[src/rtl/aes_inv_shiftrow_stream_if.sv]
// Valid/ready beat bus carrying one AES/Rijndael state plus a "last round" tag.
// The producer side uses the master modport and the consumer side uses the slave modport.
interface aes_inv_shiftrow_stream_if #(
  parameter int W = 128
);
  logic         valid;
  logic         ready;
  logic [W-1:0] data;
  logic         last;

  modport master (output valid, output data, output last, input ready);
  modport slave  (input valid, input data, input last, output ready);
endinterface

[src/rtl/aes_inv_shiftrow_stream.sv]
// InvShiftRows stage of the AES/Rijndael decryption round. Each row is rotated right by its offset.
// The stage is a valid/ready pipeline slot with a registered output and a one-entry skid buffer.
module aes_inv_shiftrow_stream #(
  parameter int NB    = 4,
  parameter int CNT_W = 16
) (
  input  logic                      clock,
  input  logic                      reset_n,
  aes_inv_shiftrow_stream_if.slave  in_bus,
  aes_inv_shiftrow_stream_if.master out_bus,
  output logic [CNT_W-1:0]          beat_cnt
);

  localparam int W = 32 * NB;

  generate
    if (NB != 4 && NB != 8) begin : g_bad_nb
      $error("aes_inv_shiftrow_stream: NB must be 4 or 8");
    end
  endgenerate

  typedef enum logic [1:0] {
    ST_EMPTY = 2'd0,
    ST_BUSY  = 2'd1,
    ST_FULL  = 2'd2
  } state_t;

  state_t             state_r;
  logic               in_ready_r;
  logic               out_valid_r;
  logic [W-1:0]       main_data_r;
  logic               main_last_r;
  logic [W-1:0]       skid_data_r;
  logic               skid_last_r;
  logic [CNT_W-1:0]   beat_cnt_r;
  logic               in_fire_s;
  logic               out_fire_s;
  logic [W-1:0]       xform_s;

  // Row offsets: 0/1/2/3 for a 128-bit block, 0/1/3/4 for a 256-bit block.
  function automatic int row_off(input int r);
    case (r)
      1:       return 1;
      2:       return (NB == 8) ? 3 : 2;
      3:       return (NB == 8) ? 4 : 3;
      default: return 0;
    endcase
  endfunction

  // Output byte j of row r takes input byte (j - off_r) mod NB of the same row.
  function automatic logic [W-1:0] inv_shift_rows(input logic [W-1:0] d);
    logic [W-1:0] o;
    o = '0;
    for (int r = 0; r < 4; r++) begin
      for (int j = 0; j < NB; j++) begin
        o[W-1-8*(r*NB+j) -: 8] = d[W-1-8*(r*NB+((j + NB - row_off(r)) % NB)) -: 8];
      end
    end
    return o;
  endfunction

  assign xform_s    = inv_shift_rows(in_bus.data);
  assign in_fire_s  = in_bus.valid & in_ready_r;
  assign out_fire_s = out_valid_r & out_bus.ready;

  assign in_bus.ready  = in_ready_r;
  assign out_bus.valid = out_valid_r;
  assign out_bus.data  = main_data_r;
  assign out_bus.last  = main_last_r;
  assign beat_cnt      = beat_cnt_r;

  // Occupancy FSM: main register feeds the output, skid catches the beat accepted during a stall.
  always_ff @(posedge clock or negedge reset_n) begin
    if (!reset_n) begin
      state_r     <= ST_EMPTY;
      in_ready_r  <= 1'b0;
      out_valid_r <= 1'b0;
      main_data_r <= '0;
      main_last_r <= 1'b0;
      skid_data_r <= '0;
      skid_last_r <= 1'b0;
    end else begin
      case (state_r)
        ST_EMPTY: begin
          in_ready_r <= 1'b1;
          if (in_fire_s) begin
            state_r     <= ST_BUSY;
            out_valid_r <= 1'b1;
            main_data_r <= xform_s;
            main_last_r <= in_bus.last;
          end
        end
        ST_BUSY: begin
          if (in_fire_s && out_fire_s) begin
            main_data_r <= xform_s;
            main_last_r <= in_bus.last;
            in_ready_r  <= 1'b1;
          end else if (in_fire_s) begin
            state_r     <= ST_FULL;
            skid_data_r <= xform_s;
            skid_last_r <= in_bus.last;
            in_ready_r  <= 1'b0;
          end else if (out_fire_s) begin
            state_r     <= ST_EMPTY;
            out_valid_r <= 1'b0;
            in_ready_r  <= 1'b1;
          end else begin
            in_ready_r  <= 1'b1;
          end
        end
        ST_FULL: begin
          if (out_fire_s) begin
            state_r     <= ST_BUSY;
            main_data_r <= skid_data_r;
            main_last_r <= skid_last_r;
            in_ready_r  <= 1'b1;
          end else begin
            in_ready_r  <= 1'b0;
          end
        end
        default: begin
          state_r     <= ST_EMPTY;
          out_valid_r <= 1'b0;
          in_ready_r  <= 1'b0;
        end
      endcase
    end
  end

  // Output transfer counter; wraps silently.
  always_ff @(posedge clock or negedge reset_n) begin
    if (!reset_n) begin
      beat_cnt_r <= '0;
    end else if (out_fire_s) begin
      beat_cnt_r <= beat_cnt_r + CNT_W'(1);
    end
  end

endmodule
[src/flat_wrapper.sv]
// flat-port wrapper written by rule: the top's interface ports become plain ports
module aes_inv_shiftrow_stream_flat 
#(
  parameter int NB    = 4,
  parameter int CNT_W = 16
)
  (clock, reset_n, beat_cnt, in_bus_valid, in_bus_data, in_bus_last, in_bus_ready, out_bus_valid, out_bus_data, out_bus_last, out_bus_ready);
  aes_inv_shiftrow_stream_if in_bus_i ();
  aes_inv_shiftrow_stream_if out_bus_i ();
  input  logic clock;
  input  logic reset_n;
  output logic [CNT_W-1:0] beat_cnt;
  input wire logic [$bits(in_bus_i.valid)-1:0] in_bus_valid;
  input wire logic [$bits(in_bus_i.data)-1:0] in_bus_data;
  input wire logic [$bits(in_bus_i.last)-1:0] in_bus_last;
  output wire logic [$bits(in_bus_i.ready)-1:0] in_bus_ready;
  output wire logic [$bits(out_bus_i.valid)-1:0] out_bus_valid;
  output wire logic [$bits(out_bus_i.data)-1:0] out_bus_data;
  output wire logic [$bits(out_bus_i.last)-1:0] out_bus_last;
  input wire logic [$bits(out_bus_i.ready)-1:0] out_bus_ready;
  assign in_bus_i.valid = in_bus_valid;
  assign in_bus_i.data = in_bus_data;
  assign in_bus_i.last = in_bus_last;
  assign in_bus_ready = in_bus_i.ready;
  assign out_bus_valid = out_bus_i.valid;
  assign out_bus_data = out_bus_i.data;
  assign out_bus_last = out_bus_i.last;
  assign out_bus_i.ready = out_bus_ready;
  aes_inv_shiftrow_stream #(.NB(NB), .CNT_W(CNT_W)) u_core (.clock(clock), .reset_n(reset_n), .in_bus(in_bus_i), .out_bus(out_bus_i), .beat_cnt(beat_cnt));
endmodule
[config.mk]
export PLATFORM = sky130hd
export DESIGN_NAME = aes_inv_shiftrow_stream_flat
export DESIGN_NICKNAME = d
export VERILOG_FILES = /design/src/rtl/aes_inv_shiftrow_stream_if.sv /design/src/rtl/aes_inv_shiftrow_stream.sv /design/src/flat_wrapper.sv
export SDC_FILE = /design/constraint.sdc
export NUM_CORES = 1
export LEC_CHECK = 0
export CORE_UTILIZATION = 50
export CTS_CLUSTER_SIZE = 10
export DETAILED_ROUTE_END_ITERATION = 8
export GPL_ROUTABILITY_DRIVEN = 1
export GPL_TIMING_DRIVEN = 0
export PLACE_DENSITY = 0.85
export SLEW_MARGIN = 20
export SYNTH_ARGS = -nofsm -noshare
export SYNTH_HDL_FRONTEND = slang
export SYNTH_SLANG_ARGS = --single-unit
[constraint.sdc]
create_clock -name clock -period 2 [get_ports clock]
set_clock_uncertainty 0.15 [all_clocks]
set_input_delay 0.2 -clock clock [delete_from_list [all_inputs] [get_ports clock]]
set_output_delay 0.2 -clock clock [all_outputs]
set_load 0.005 [all_outputs]
==> impl_results.md <==
- Status: complete, no violations
- Iteration-0 DRC Markers: 396
- Die width: 157 microns
- Fmax: slightly above 0.5 GHz
- DRT Pass-1 Iters: 4
- Min-Delay Path Class: primary input to asynchronous set/reset pin
- Static Leak: 7.16 nW
- M3 GR Usage: 7.32%
- Worst-path clk slew: 0.06 ns
- First-pass GRT wire length: 47,700 microns
- Remaining antenna violation count: 0
- Number of synthesized flops with an enable pin: 0
- CTS tree: done
- Final wirelength: 30,100 microns
- Setup CP Type: register to register
- Initial Util: 51.2%
- Dpl hpwl: ~21,000 microns
- Delay of the slowest critical-path stage: between 0.4 and 0.5 ns
- Ys async rst share: 100%
- Core Util, Final: 69.0%
- Mapped Avg Cell Area: 13.3 sq um
- Clk Latency, worst-skew pair: 0.54 ns
- Met2 GRT Util: about two fifths
- Period Utilization, post-route: 96.3%
- Worst path buffer plus inverter count: 3
- Gr busiest metal: met2
- Crit-path cells: a21boi_2, o31a_4, buf_6, buf_8, buf_6, nand2_1, o21ai_1
- Sequential fraction of the synthesis area: 57.7%
- RSZ-0062 raised after global routing: false
- Commonest register cell after synthesis: dfrtp_1
- CP startpoint kind: register
- Layout cells sized above 1: 18.3%
- H-Tree Depth: 1
- Nets@finish: 1,363
- Initial antenna violation count: 1
- Most common cell on crit path: buf_6
- Post-synthesis cell count: 910
- DR vias/cell: ~5.3
- Syn Nets: between 1,000 and 1,500
- Fin. Hold Viols: 0
- Vias post-DR: ~8,200
- Drt drc: 0
- FILL cells: 1,689
- Peak supply drop: approximately 0.86 mV
- Mapped cell area: 12,100 sq um
- Critical path endpoint category: register
- YS warnings: 0
- Most frequent cells in the layout: 278 x clkdlybuf4s50_1, 276 x dfrtp_1, 139 x nand2_1
- Met1 Track Usage GR: a little under a third
- Register bit count reported by yosys: 278
- CTS Buffer Depth: 3
- Slowest-stage cell, CP: dfrtp_1
- CTS Buf Count: 31
- Synth cell types: 31
- FP Rows: 56
- DR WL/cell: 19.4 microns
- Core Area: 23,500 sq um
- Layout area overhead: 34.6%
- Slew HR: a little over three fifths
- Final slew viol count: 0
- CP top delay family: compound AO/OA/AOI/OAI gates
- Io pins: 280
- Worst setup margin: 0.0738 ns
- Root Driver: clkbuf_16
- Die Ht: 157 microns
- IO buf count: 279
- Placement Setup Slack: -0.413 ns
- Clock tree sinks: 278
- Crit path DAT: 2.18 ns
- Die ar.: 24,700 sq um
- Commonest non-fill, non-tap cell in the layout: clkdlybuf4s50_1
- Slew of the pin with the lowest slew margin: around 0.55 ns
- Total gr overflow: 0
- CP max FO: 10
- Max Cap Viol: 0
- Vias in the first global route: 9,030
- Worst EP required: about 2.3 ns
- Post-route minimum period: 1.93 ns
- Tightest hold margin: 0.0892 ns
- Largest net degree at the start of global routing: 86
- Pwr/cell area: between 1500 and 2000 nW/um^2
- Total GRT Usage: roughly 25%
- Gpl congestion: 0.773
- Final setup viols: 0
==> cells in the mapped netlist (2+ instances only) <==
library cell    n  share of area (%)
a21oi_1         2              0.083
and2_1          2               0.10
and4_1          2               0.15
buf_2           8               0.33
buf_4          12               0.75
buf_6          25                2.3
clkbuf_1       12               0.37
dfrtp_1       278                 58
mux2_2         31                2.9
mux2_4         99                 12
mux2i_1       129                 11
nand2_1       139                4.3
nand3_1         5               0.21
nand4_1         5               0.26
nor2_1          4               0.12
o21ai_1       129                5.4
xnor2_1        14                1.0
==> where the power goes <==
| group | switching [mW] | internal, mW |
|---|---|---|
| clock network | 2.05 | 2.71 |
| registers | 1.60 | 8.36 |
| logic | 4.40 | 6.35 |
==> sequential cells by signal (all words and copies together), names as in the netlist <==
signal / count
u_core.out_bus.data: 128
u_core.skid_data_r: 128
u_core.beat_cnt: 16
u_core.state_r: 2
u_core.in_bus.ready: 1
u_core.out_bus.last: 1
u_core.out_bus.valid: 1
u_core.skid_last_r: 1
==> final timing paths <==
| check | slack, ns | cells past startpoint | endpoint | from |
|---|---|---|---|---|
| min in group clock | 0.13 | 2 | u_core.in_bus.ready$_DFF_PN0_ | in_bus_valid |
| min | 0.09 | 3 | u_core.skid_data_r[65]$_DFFE_PN0P_ | reset_n |
| max in group asynchronous | 0.64 | 3 | u_core.out_bus.data[69]$_DFFE_PN0P_ | reset_n |
| max reg2reg | 0.07 | 7 | u_core.out_bus.data[65]$_DFFE_PN0P_ | u_core.state_r[0]$_DFFE_PN0P_ |
| min reg2reg | 0.33 | 2 | u_core.out_bus.data[113]$_DFFE_PN0P_ | u_core.out_bus.data[113]$_DFFE_PN0P_ |
| max | 0.07 | 7 | u_core.out_bus.data[65]$_DFFE_PN0P_ | u_core.state_r[0]$_DFFE_PN0P_ |
==> area by class of cell <==
| type | instances | area, sq um | share of cell area, % |
|---|---|---|---|
| multi-input combinational | 575 | 4650 | 28.6 |
| sequential | 278 | 6960 | 42.9 |
| buffer | 57 | 514 | 3.17 |
| timing repair buffer | 286 | 2930 | 18.0 |
| clock buffer | 33 | 783 | 4.82 |
| tap | 319 | 399 | 2.46 |
| antenna | 1 | 2.50 | 0.0154 |
==> through the flow <==
step,cell area [sq um],total power [mW],std cells,TNS [ns]
CTS,16200,25.6,1548,0
detailed placement,15300,20.7,1511,-53.83
global route,16200,27.0,1549,0
finish,16200,25.5,1549,0
floorplan,12100,15.8,910,0
global placement,15300,20.2,1508,-3200.70
==> kinds of logic after synthesis <==
group | count (synthesis) | synth area share, %
mux | 259 | 25.9
fa+ha+maj | 1 | 0.104
simple gates | 163 | 5.54
buf+inv | 57 | 3.79
compound gates | 137 | 5.88
flops | 278 | 57.7
xor+xnor | 15 | 1.09
==> routing by layer <==
layer	up-vias	part of all wire [%]
met2	243	48
met1	4158	41
met5	-	0
met4	0	2.9
li1	3782	-
met3	59	7.9
==> tightest hold or removal path, stage by stage <==
cell           delay, ns
dlygate4sd3_1       0.57
buf_8               0.15
buf_12              0.19
==> repair_timing <==
| item | 4_1_cts | 5_1_grt |
|---|---|---|
| hold endpoints to repair | 202 | 0 |
| endpoints found under the setup margin | 77 | 213 |
| gates resized for setup | 8 | 17 |
| pin swaps | 1 | 1 |
| setup buffers | 1 | 0 |
| hold buffers | 3 | 0 |
Note: power is estimated with default switching activity, not from simulation.
